==> src/rtl/alu_pkg.sv <==
// Shared types for the execute stage: operation encoding, status bit
// positions and the result record held in the main and skid registers.
// No ports.
package alu_pkg;

   // Datapath width of the stored result record; alu_stage W must match.
   localparam int ALU_W = 16;

   typedef enum logic [1:0] {
      ALU_ADD  = 2'b00,
      ALU_SUB  = 2'b01,
      ALU_AND  = 2'b10,
      ALU_NOTB = 2'b11
   } aluop_t;

   localparam int STAT_Z = 0;
   localparam int STAT_N = 1;
   localparam int STAT_V = 2;

   typedef struct packed {
      logic [ALU_W-1:0] data;
      logic             z;
      logic             n;
      logic             v;
   } result_t;

   function automatic logic [2:0] pack_status(input logic z, input logic n, input logic v);
      logic [2:0] s;
      s         = 3'b000;
      s[STAT_Z] = z;
      s[STAT_N] = n;
      s[STAT_V] = v;
      return s;
   endfunction

endpackage

==> src/rtl/alu_if.sv <==
// Operand/result bus of the execute stage.
// master : upstream operand source plus downstream result consumer (drives
//          in_valid, ain, bin, aluop, load_status, out_ready)
// slave  : the alu_stage itself (drives in_ready, out_valid, out_data, status)
interface alu_if #(
   parameter int W = 16
);
   logic         in_valid;
   logic         in_ready;
   logic [W-1:0] ain;
   logic [W-1:0] bin;
   logic [1:0]   aluop;
   logic         load_status;
   logic         out_valid;
   logic         out_ready;
   logic [W-1:0] out_data;
   logic [2:0]   status;

   modport master (
      output in_valid, ain, bin, aluop, load_status, out_ready,
      input  in_ready, out_valid, out_data, status
   );

   modport slave (
      input  in_valid, ain, bin, aluop, load_status, out_ready,
      output in_ready, out_valid, out_data, status
   );
endinterface

==> src/rtl/alu_core.sv <==
// Purely combinational ALU: {ain, bin, aluop} -> {r, z, n, v}.
// Ports:
//   ain_i, bin_i : operands (W bits)
//   aluop_i      : ADD / SUB / AND / NOT B
//   r_o          : result, mod 2^W
//   z_o, n_o, v_o: zero, negative, signed overflow flags of r_o
module alu_core
   import alu_pkg::*;
#(
   parameter int W = 16
) (
   input  logic [W-1:0] ain_i,
   input  logic [W-1:0] bin_i,
   input  aluop_t       aluop_i,
   output logic [W-1:0] r_o,
   output logic         z_o,
   output logic         n_o,
   output logic         v_o
);

   always_comb begin
      r_o = '0;
      v_o = 1'b0;
      case (aluop_i)
         ALU_ADD: begin
            r_o = ain_i + bin_i;
            v_o = (ain_i[W-1] == bin_i[W-1]) && (r_o[W-1] != ain_i[W-1]);
         end
         ALU_SUB: begin
            r_o = ain_i - bin_i;
            v_o = (ain_i[W-1] != bin_i[W-1]) && (r_o[W-1] != ain_i[W-1]);
         end
         ALU_AND: r_o = ain_i & bin_i;
         default: r_o = ~bin_i;
      endcase
      z_o = (r_o == '0);
      n_o = r_o[W-1];
   end

endmodule

==> src/rtl/alu_stage.sv <==
// Execute stage: ALU result registered behind valid/ready flow control,
// with a 2-entry (main + skid) buffer so in_ready is a flop output, and the
// architectural status register (Z, N, V).
// Ports:
//   clk   : rising-edge clock
//   rst_n : asynchronous active-low reset
//   bus   : alu_if slave modport (operands in, result and status out)
//
// Buffer occupancy:
//   state            | meaning
//   empty            | out_valid=0, skid_valid=0; in_ready=1
//   main             | out_valid=1, skid_valid=0; result presented, in_ready=1
//   main+skid (full) | out_valid=1, skid_valid=1; in_ready=0 until next fire
module alu_stage
   import alu_pkg::*;
#(
   parameter int W = ALU_W
) (
   input  logic  clk,
   input  logic  rst_n,
   alu_if.slave  bus
);

   logic [W-1:0] core_r;
   logic         core_z;
   logic         core_n;
   logic         core_v;
   result_t      res;

   result_t      main_q, main_d;
   result_t      skid_q, skid_d;
   logic         out_valid_q, out_valid_d;
   logic         skid_valid_q, skid_valid_d;
   logic [2:0]   status_q, status_d;

   logic         accept;
   logic         fire;

   alu_core #(.W(W)) u_core (
      .ain_i   (bus.ain),
      .bin_i   (bus.bin),
      .aluop_i (aluop_t'(bus.aluop)),
      .r_o     (core_r),
      .z_o     (core_z),
      .n_o     (core_n),
      .v_o     (core_v)
   );

   always_comb begin
      res      = '0;
      res.data = core_r;
      res.z    = core_z;
      res.n    = core_n;
      res.v    = core_v;
   end

   // in_ready depends only on the skid flop, never on out_ready.
   assign accept = bus.in_valid & ~skid_valid_q;
   assign fire   = out_valid_q & bus.out_ready;

   always_comb begin
      main_d       = main_q;
      skid_d       = skid_q;
      out_valid_d  = out_valid_q;
      skid_valid_d = skid_valid_q;
      status_d     = status_q;

      if (fire && skid_valid_q) begin
         main_d       = skid_q;
         skid_valid_d = 1'b0;
      end else if (fire && accept) begin
         main_d = res;
      end else if (fire) begin
         out_valid_d = 1'b0;
      end else if (!out_valid_q && accept) begin
         main_d      = res;
         out_valid_d = 1'b1;
      end else if (out_valid_q && accept) begin
         skid_d       = res;
         skid_valid_d = 1'b1;
      end

      // Status follows accepts, not fires, so stalls downstream never delay it.
      if (accept && bus.load_status) begin
         status_d = pack_status(core_z, core_n, core_v);
      end
   end

   always_ff @(posedge clk or negedge rst_n) begin
      if (!rst_n) begin
         main_q       <= '0;
         skid_q       <= '0;
         out_valid_q  <= 1'b0;
         skid_valid_q <= 1'b0;
         status_q     <= 3'b000;
      end else begin
         main_q       <= main_d;
         skid_q       <= skid_d;
         out_valid_q  <= out_valid_d;
         skid_valid_q <= skid_valid_d;
         status_q     <= status_d;
      end
   end

   assign bus.in_ready  = ~skid_valid_q;
   assign bus.out_valid = out_valid_q;
   assign bus.out_data  = main_q.data;
   assign bus.status    = status_q;

endmodule

==> src/flat_wrapper.sv <==
// flat-port wrapper written by rule: the top's interface ports become plain ports
module alu_stage_flat import alu_pkg::*;
#(
   parameter int W = ALU_W
)
  (clk, rst_n, bus_in_valid, bus_ain, bus_bin, bus_aluop, bus_load_status, bus_out_ready, bus_in_ready, bus_out_valid, bus_out_data, bus_status);
  alu_if #(.W(W)) bus_i ();
  input  logic clk;
  input  logic rst_n;
  input wire logic [$bits(bus_i.in_valid)-1:0] bus_in_valid;
  input wire logic [$bits(bus_i.ain)-1:0] bus_ain;
  input wire logic [$bits(bus_i.bin)-1:0] bus_bin;
  input wire logic [$bits(bus_i.aluop)-1:0] bus_aluop;
  input wire logic [$bits(bus_i.load_status)-1:0] bus_load_status;
  input wire logic [$bits(bus_i.out_ready)-1:0] bus_out_ready;
  output wire logic [$bits(bus_i.in_ready)-1:0] bus_in_ready;
  output wire logic [$bits(bus_i.out_valid)-1:0] bus_out_valid;
  output wire logic [$bits(bus_i.out_data)-1:0] bus_out_data;
  output wire logic [$bits(bus_i.status)-1:0] bus_status;
  assign bus_i.in_valid = bus_in_valid;
  assign bus_i.ain = bus_ain;
  assign bus_i.bin = bus_bin;
  assign bus_i.aluop = bus_aluop;
  assign bus_i.load_status = bus_load_status;
  assign bus_i.out_ready = bus_out_ready;
  assign bus_in_ready = bus_i.in_ready;
  assign bus_out_valid = bus_i.out_valid;
  assign bus_out_data = bus_i.out_data;
  assign bus_status = bus_i.status;
  alu_stage #(.W(W)) u_core (.clk(clk), .rst_n(rst_n), .bus(bus_i));
endmodule
==> config.mk <==
export PLATFORM = sky130hd
export DESIGN_NAME = alu_stage_flat
export DESIGN_NICKNAME = d
export VERILOG_FILES = /design/src/rtl/alu_pkg.sv /design/src/rtl/alu_if.sv /design/src/rtl/alu_core.sv /design/src/rtl/alu_stage.sv /design/src/flat_wrapper.sv
export SDC_FILE = /design/constraint.sdc
export NUM_CORES = 1
export LEC_CHECK = 0
export BUFFER_PORTS_ARGS = -buffer_cell sky130_fd_sc_hd__buf_2
export CAP_MARGIN = 20
export CORE_MARGIN = 2
export CORE_UTILIZATION = 50
export DETAILED_ROUTE_END_ITERATION = 16
export PLACE_DENSITY = 0.8
export REMOVE_ABC_BUFFERS = 1
export SYNTH_ARGS = -nofsm -noshare
export SYNTH_HDL_FRONTEND = slang
export SYNTH_SLANG_ARGS = --single-unit
==> constraint.sdc <==
create_clock -name clk -period 4.68 [get_ports clk]
set_input_delay 0.468 -clock clk [delete_from_list [all_inputs] [get_ports clk]]
set_output_delay 0.468 -clock clk [all_outputs]
set_load 0.05 [all_outputs]
Word-level counts from Yosys, hierarchy flattened
Cells that the tools add are included.
Widths: inputs -> output; s select.

operators by class
  $add $sub $neg = 2
  eq/ne operators = 10
  muxes and demuxes = 13
  bitwise logic cells = 9
  reduce and logical (&&, ||, !) cells = 17

operators with widths
  cell                number
  $mux 19             4
  $pmux 16 s3         1
  $add 16x16->16      1
  $and 16x16->16      1
  $logic_not 16->1    1
  $not 16->16         1
  $sub 16x16->16      1
  $logic_and 1x1->1   7
  $mux 1              7
  $not 1->1           5
  $reduce_and 5->1    1
  $ne 2x1->1 const B  2
  $reduce_and 4->1    1
  $reduce_bool 2->1   2
  $ne 1x1->1          3
  $ne 3x3->1 const B  1
  $reduce_and 3->1    1
  $reduce_bool 3->1   1
  $and 1x1->1         2
  $eq 2x1->1 const B  1
  $eq 2x2->1 const B  1
  $logic_not 2->1     1
  $ne 2x2->1 const B  1
  $pmux 1 s2          1
  3 further kinds     3

storage, ports and cells
  register bits after elaboration = 40
  bits of input ports = 39
  output and inout port bits = 21
  word-level logic and storage cells = 59

Depth between registers and ports, before layout
Gate-level depths: netlist of run 1.

  depth in word-level cells = 8
  mapped depth = 12
  depth with buffers taken out = 12

By module
Synthesis of run 1 repeated with hierarchy kept, for this count alone.

second synthesis, totals
  cell total of the unflattened synthesis = 417
  area, all modules = 3723.6 µm²

modules (own cells, without submodules)
  module     times used  cells each  area an instance (µm²)  sequential area each (µm²)
  alu_core   1           310         2105.8                  0.0
  alu_stage  1           107         1617.8                  925.9

Worst setup path after synthesis of run 1
No wires, ideal clock.

  path type = input port to flip-flop
  start = input bus_bin[4]
  end = register u_core.status_q[0], in the netlist u_core.bus.status[0]
  library setup time = 0.092 ns
  arrival time = 2.784 ns
  data required time = 4.588 ns
  slack = 1.804 ns
  stages = 11
  buffers on the path = 0
  path through = inv_1 -> ha_1 -> a21o_1 -> or3_4 -> o21ba_1 -> o21ai_2 -> a31oi_1 -> or4_4 -> a311oi_2 -> nand4_1 -> o31ai_2

between the ends
  cells in the longest elaborated chain, start to end = 3

RTL lines
  element                                 line                source
  from (decl)                             flat_wrapper.sv:12  input wire logic [$bits(bus_i.bin)-1:0] bus_bin;
  $sub 16x16->16 (tied with other cells)  alu_core.sv:30      r_o = ain_i - bin_i;
  $pmux 16 s3 (*)                         alu_core.sv:24      case (aluop_i)
  $logic_not 16->1 (*)                    alu_core.sv:36      z_o = (r_o == '0);
  to (signal assigned)                    alu_stage.sv:101    status_q <= status_d;
  to (decl)                               alu_stage.sv:34     logic [2:0] status_q, status_d;

Every way passes the cells marked *; elsewhere a longest branch is shown, timed or not.
A chain may end at the register's enable or synchronous reset.

Worst setup path after layout of run 1
  start = input bus_aluop[0]
  end = register u_core.status_q[0], in the netlist u_core.bus.status[0]

between the ends
  cells in the longest elaborated chain, start to end = 3

RTL lines
  element                             line                source
  from (decl)                         flat_wrapper.sv:13  input wire logic [$bits(bus_i.aluop)-1:0] bus_aluop;
  $eq 2x2->1 (tied with other cells)  alu_core.sv:24
  $pmux 16 s3 (*)                     alu_core.sv:24
  $logic_not 16->1 (*)                alu_core.sv:36

Marks and branches as above.

==> results of run 1 <==
-- report_power, final --
part	total, mW	switching (mW)	internal (mW)
Combinational	0.941	0.651	0.290
Sequential	0.550	0.0838	0.466
Clock	0.218	0.115	0.103
Total	1.71	0.850	0.859
-- metrics by stage --
stage          cell area (um2)  hold WS [ns]  setup slack (ns)  std cells
2_1_floorplan             3460         0.172              1.78        429
5_1_grt                   3990         0.309              1.26        594
3_5_place_dp              3880         0.463              1.33        584
6_report                  3990         0.242              1.57        594
4_1_cts                   3960         0.271              1.65        592
3_3_place_gp              3880         0.456              1.38        584
-- cell usage in the layout (no fill, tap or decap), drive strengths merged, types with 4 or more instances in the layout --
master	netlist	routed
o211ai	5	5
a211oi	8	8
nand2b	8	8
xnor2	5	5
o31ai	6	6
nand3	7	7
clkbuf	18	5
a21o	12	12
ha	32	32
nor3	10	10
buf	3	61
mux2	5	5
dfrtp	37	37
a21oi	29	29
inv	33	33
a31oi	7	7
xor2	4	4
nand2	61	61
nor2b	7	7
or3	4	4
o21ai	45	45
mux2i	10	10
nor2	40	40
-- routing by layer --
| metal | vias up | global-route usage [%] |
|---|---|---|
| met5 | - | 0 |
| met4 | 0 | 7.71 |
| met3 | 12 | 2.17 |
| met2 | 88 | 36.6 |
| met1 | 1563 | 32.6 |
| li1 | 1704 | - |
-- Yosys cell counts, types with 2 or more instances --
cell,number,area [um2]
or3_1,3,18.8
a311o_1,2,20.0
xor2_1,4,35.0
o21bai_1,3,22.5
fa_1,2,40.0
nand2b_1,8,50.1
a211oi_1,8,60.1
ha_1,32,400
nand2_1,61,229
mux2i_1,10,100
o21ai_0,40,200
mux4_2,2,45.0
o31ai_1,5,37.5
o211ai_1,5,37.5
a31oi_1,7,43.8
and3_1,3,18.8
a21o_1,12,90.1
nor2b_1,7,43.8
dfrtp_1,37,926
o21ai_1,4,20.0
o311ai_1,2,17.5
nand4_1,2,12.5
clkbuf_1,18,67.6
nor4_1,2,12.5
a211o_1,2,17.5
nor3_1,9,45.0
a21oi_1,29,145
a2bb2oi_1,2,17.5
xnor2_1,5,43.8
a221o_1,2,20.0
nand3_1,7,35.0
inv_1,33,124
a32oi_1,3,26.3
buf_1,2,7.51
mux2_2,5,56.3
nor2_1,40,150
or4_1,2,15.0
-- path summary, 6_finish.rpt --
kind | from | endpoint | cells past startpoint
min reg2reg | u_core.bus.out_data[7] | u_core.bus.out_data[7] | 2
min | rst_n | u_core.bus.out_data[0] | 1
max reg2reg | u_core.skid_valid_q | u_core.bus.status[0] | 8
min in group clk | bus_out_ready | u_core.skid_valid_q | 2
max | bus_aluop[0] | u_core.bus.status[0] | 10
max in group asynchronous | rst_n | u_core.skid_q[9] | 1
-- kinds of logic (layout without fill, tap and decap cells) --
kind of cell               after synthesis  count (layout)  synth area share (%)
AOI/OAI and AO/OA                      144             144                  27.0
buffers and inverters                   55             103                  6.04
xor gates and xnor gates                 9               9                  2.22
and+or+nand+nor                        154             154                  20.5
adders and majority gates               34              34                  12.4
muxes                                   17              17                  5.68
DFF                                     37              37                  26.1
-- worst max-delay path: stages --
cell,delay (ns)
buf_2,0.64
clkinv_1,0.72
a32oi_1,0.34
o21ai_0,0.14
xor2_1,0.13
mux2_2,0.18
nand4_1,0.12
nor4b_2,0.24
nand4_1,0.14
o31ai_2,0.18
-- sequential cells by signal, summed over array words and instances, names as in the netlist --
signal and flops:
u_core.bus.out_valid 1, u_core.skid_valid_q 1, u_core.bus.out_data 16, u_core.skid_q 16, u_core.bus.status 3
-- final cells by class --
type	instances	area [um2]
Fill cell	663	2850
Multi-Input combinational cell	358	2410
Sequential cell	37	926
Timing Repair Buffer	61	318
Inverter	34	128
Tap cell	96	120
Clock buffer	5	68.8
Clock inverter	3	17.5
==> flow_summary_export.csv, run 1 <==
group,metric,value,unit
routing,wl_met2,3970,um
critical_path,cp-start-kind,"input port",
routing,ant_nets,0,
power_and_ir_drop,power.leakage,1.98,nW
critical_path,cp_max_fo,50,
routing,drc_errors,0,
cts,clkLatencyLatePin,0.30,ns
floorplan,dieArea,7780,um2
synthesis,synth_cells,450,
floorplan,start_util,51.9,%
cts,ctsResizeCount,0,
grt,antenna_found_initial,0,
sta,worst_pin_slew,0.895,ns
cells_and_area,drive_above_1_share,17.5,%
synthesis,synth-warning-count,0,
synthesis,ys_types,67,
synthesis,ys.flop_type,"dfrtp_1",
critical_path,endpoint_kind,"flip-flop",
sta,slew_headroom,40.1,%
critical_path,required,4.89,ns
hold_path,worstHoldPathType,"in2async",
sta,fmax,0.321,GHz
cts,cts_tree,"built",
critical_path,crit_type,"in2reg",
routing,routed.top_layer,"met4",
cells_and_area,finalCoreUtilization,58.3,%
sta,fin_crit,3.11,ns
cts,post_cts_buffers,0,
power_and_ir_drop,p_total,1.71,mW
cts,cts_max_level,2,
floorplan,core_region_area,6830,um2
cells_and_area,syn_to_final_growth,12.5,%
run,maxCapViolCount,0,
sta,finalClockSkew,0.00812,ns
outcome,run_status,"completed",
floorplan,num_rows,30,
routing,post_drt_wl_per_cell,14.5,um
critical_path,reg2reg_slack,2.61,ns
routing,m1WireLength,4160,um
sta,hold_viol_final,0,
cells_and_area,nets,570,
sta,setup-violations-final,0,
synthesis,synth_area_per_cell,7.87,um2
synthesis,yosysSeqAreaShare,26.1,%
cells_and_area,n_antenna_cell,0,
sta,finalCritPeriodShare,66.5,%
synthesis,synth-async-reset-ratio,100,%
sta,rsz0062_at_grt,"false",
routing,dr.pass1.iters,4,
grt,overflow,0,
synthesis,netlist_area,3540,um2
floorplan,fp.dieW,88.2,um
routing,drt-initial-drc-count,122,
cts,cts_root_buf,"clkbuf_8",
sta,slew_viol_final,0,
floorplan,ios,60,
place,globalplace.congestion,0.908,
grt,grt_usage,22.9,%
power_and_ir_drop,p_per_area,429,nW/um2
grt,grt_first_pass_wirelength,14200,um
cts,clk_transition_reported_paths,0.08,ns
grt,grt_pass1_vias,2989,
routing,wl,8640,um
synthesis,synth-edff-count,0,
power_and_ir_drop,vdd_drop_max,180,uV
cts,cts-buffers-inserted,5,
place,hpwl,6670,um
place,port-buffer-count,59,
routing,routed_via_density,5.67,
routing,vias,3367,
sta,finalSetupTns,0,ns
floorplan,fp.dieH,88.2,um
cts,clockBufferDepth,2,
routing,wl_met3,360,um
grt,grt_max_degree,51,
critical_path,crit_arrival,3.32,ns
cts,clkSinkCount,37,
synthesis,synth-seq-cells,37,
cts,cts-hold-fix-buffers,0,
(Power assumes the default switching activity.)
==> run 2, diff against run 1 <==
ABC_AREA = 1   (was default)
PLACE_DENSITY = 0.82   (was 0.8)
clock period = 2.5 ns   (was 4.68 ns; I/O delays follow)
==> run 2 against run 1 <==
Compared with the run above:
- total power increased by 60%
- first-iteration DRC count increased to 2.7 times the previous value
- clock power increased by 80%
- via count increased by 30%
- cell area increased by 14%
- routed wire length increased by 31%
- non-clock buffer count increased by 6
==> flow_summary_export.csv, run 2 <==
group,metric,value,unit
routing,wl,11300,um
synthesis,synth_top_area_cell,"dfrtp_1",
grt,antenna_found_initial,0,
routing,dr.pass1.iters,6,
grt,grt.met2_usage,44.6,%
critical_path,cp_max_fo,7,
synthesis,synth-async-reset-ratio,100,%
routing,drc_errors,0,
sta,worst_pin_slew,0.776,ns
cts,post_cts_buffers,0,
place,hpwl,9140,um
floorplan,fp.dieW,94.6,um
grt,use_met3,2.31,%
place,pre_cts_ws,0.199,ns
cts,cts-buffers-inserted,5,
synthesis,synth-seq-cells,37,
cts,clockBufferDepth,2,
sta,hold_viol_final,0,
critical_path,reg2reg_slack,0.53,ns
sta,slew_viol_final,0,
grt,top_usage_layer,"met2",
cells_and_area,syn_to_final_growth,10.4,%
cts,cts_max_level,2,
sta,slew_headroom,48.3,%
synthesis,synth-warning-count,0,
critical_path,crit_arrival,2.21,ns
critical_path,crit_type,"in2reg",
cells_and_area,nets,782,
synthesis,ys_types,41,
cts,cts_tree,"built",
synthesis,synth_area_per_cell,6.28,um2
cts,cts_root_buf,"clkbuf_8",
place,dpl-instance-area,4450,um2
cells_and_area,drive_above_1_share,18.2,%
power_and_ir_drop,p_total,2.74,mW
synthesis,ys.flop_type,"dfrtp_1",
sta,setup-violations-final,0,
critical_path,r2r_end,"u_core.bus.out_data[7]",
routing,vias,4393,
synthesis,synth-edff-count,0,
cells_and_area,fin_area,4530,um2
critical_path,required,2.67,ns
power_and_ir_drop,vdd_drop_max,263,uV
cells_and_area,final_common_cell,"nand2_1",
critical_path,crit_path_start,"bus_bin[7]",
floorplan,dieArea,8950,um2
sta,finalCritPeriodShare,81.7,%
routing,routed_via_density,5.39,
critical_path,cp-start-kind,"input port",
cts,clk_transition_reported_paths,0.07,ns
hold_path,worstHoldPathType,"in2async",
routing,ant_nets,0,
synthesis,synth_cells,654,
power_and_ir_drop,power.leakage,2.52,nW
floorplan,fp.dieH,94.6,um
sta,rsz0062_at_grt,"false",
synthesis,synthTopCellsByCount,"nand2_1 (208), inv_1 (85), nand3_1 (69)",
sta,fin_crit,2.04,ns
sta,fmax,0.490,GHz
sta,finalClockSkew,0.00344,ns
cells_and_area,final_cell_mix,"nand2_1 (208), inv_1 (85), nand3_1 (69)",
cts,ctsResizeCount,0,
floorplan,core_region_area,8090,um2
grt,grt_max_degree,38,
cts,cts-hold-fix-buffers,0,
power_and_ir_drop,p_per_area,603,nW/um2
critical_path,endpoint,"u_core.bus.out_data[13]",
grt,grt_usage,26.1,%
routing,post_drt_wl_per_cell,13.9,um
floorplan,start_util,50.7,%
cts,clkSinkCount,37,
grt,overflow,0,
sta,hold_ws,0.0388,ns
run,maxCapViolCount,0,
synthesis,netlist_area,4110,um2
sta,finalSetupTns,0,ns
floorplan,ios,60,
cells_and_area,n_antenna_cell,0,
synthesis,yosysSeqAreaShare,22.5,%
critical_path,endpoint_kind,"flip-flop",
sta,setup_ws,0.458,ns
routing,drt-initial-drc-count,330,
synthesis,synth.area.top_cells,"dfrtp_1 (23%), nand2_1 (19%), ha_1 (9.8%)",
cts,clkLatencyLatePin,0.28,ns
critical_path,r2r-start,"u_core.skid_valid_q",
synthesis,synth_top_area_share,22.5,%
grt,use_met1,33.6,%
place,port-buffer-count,59,
floorplan,num_rows,33,
synthesis,synth.most_common_cell,"nand2_1",
critical_path,rr_worst_depth,5,
grt,grt_first_pass_wirelength,18700,um
outcome,run_status,"completed",
place,globalplace.congestion,0.949,
grt,grt_pass1_vias,4155,
run 2: changes by cell type after synthesis, moves of 9 or more:
cell / change
clkbuf_1: -12
nand2_1: +147
nand3_2: +11
inv_1: +52
a21o_1: -12
nand4_1: +9
inv_2: +11
mux2i_1: -10
nand3_1: +62
nand2_2: +11
run 2: power by group:
group	internal, mW	leakage [nW]	switching [mW]
combinational	0.407	2.02	1.05
sequential	0.794	0.462	0.0930
clock	0.193	0.0450	0.199
run 2: worst min-delay path by stage:
| stage | slack, ns | depth (start not counted) | from | end |
|---|---|---|---|---|
| 2_1_floorplan | -0.05 | 0 | rst_n | u_core.bus.out_data[0] |
| 5_1_grt | 0.09 | 1 | rst_n | u_core.bus.out_data[2] |
| 4_1_cts | 0.06 | 1 | rst_n | u_core.bus.out_data[8] |
| 3_5_place_dp | 0.37 | 1 | rst_n | u_core.bus.out_data[8] |
| 6_report | 0.04 | 1 | rst_n | u_core.bus.out_data[2] |
| 3_3_place_gp | 0.37 | 1 | rst_n | u_core.bus.out_data[4] |
run 2: worst max-delay path, stage by stage:
cell,delay (ns)
buf_2,0.09
inv_1,0.08
ha_1,0.42
nand2_1,0.19
inv_1,0.08
a21oi_2,0.20
nor2_1,0.09
nor2_1,0.14
nand3_1,0.09
nand3_1,0.09
nand4_1,0.17
o21ai_0,0.25
nand2_1,0.07
run 2: through the flow:
step | utilization [%] | std cells
2_1_floorplan | - | 635
3_3_place_gp | 55.0 | 807
3_5_place_dp | 55.0 | 807
4_1_cts | 56.0 | 815
5_1_grt | 56.0 | 815
6_report | 56.0 | 815
run 2: routing by layer:
metal	part of all wire [%]	wire length [um]	up-vias
met5	0	0	-
li1	-	-	2189
met2	48	5400	149
met1	44	4940	2029
met4	3.1	356	0
met3	5.5	628	26
run 2: layout make-up:
type                            instances  area, um2
Clock buffer                            6       72.6
Clock inverter                          2       10.0
Fill cell                             844       3560
Inverter                              102        388
Multi-Input combinational cell        496       2650
Sequential cell                        37        926
Tap cell                              105        131
Timing Repair Buffer                   67        355
run 2: kinds of logic (layout without fill, tap and decap cells):
family / Yosys count / count (layout) / synth area share, %
buffers and inverters: 121 / 177 / 12.9
and+or+nand+nor: 373 / 373 / 41.4
xor gates and xnor gates: 1 / 1 / 0.213
muxes: 1 / 1 / 0.274
AOI/OAI and AO/OA: 87 / 87 / 11.9
DFF: 37 / 37 / 22.5
adders and majority gates: 34 / 34 / 10.7
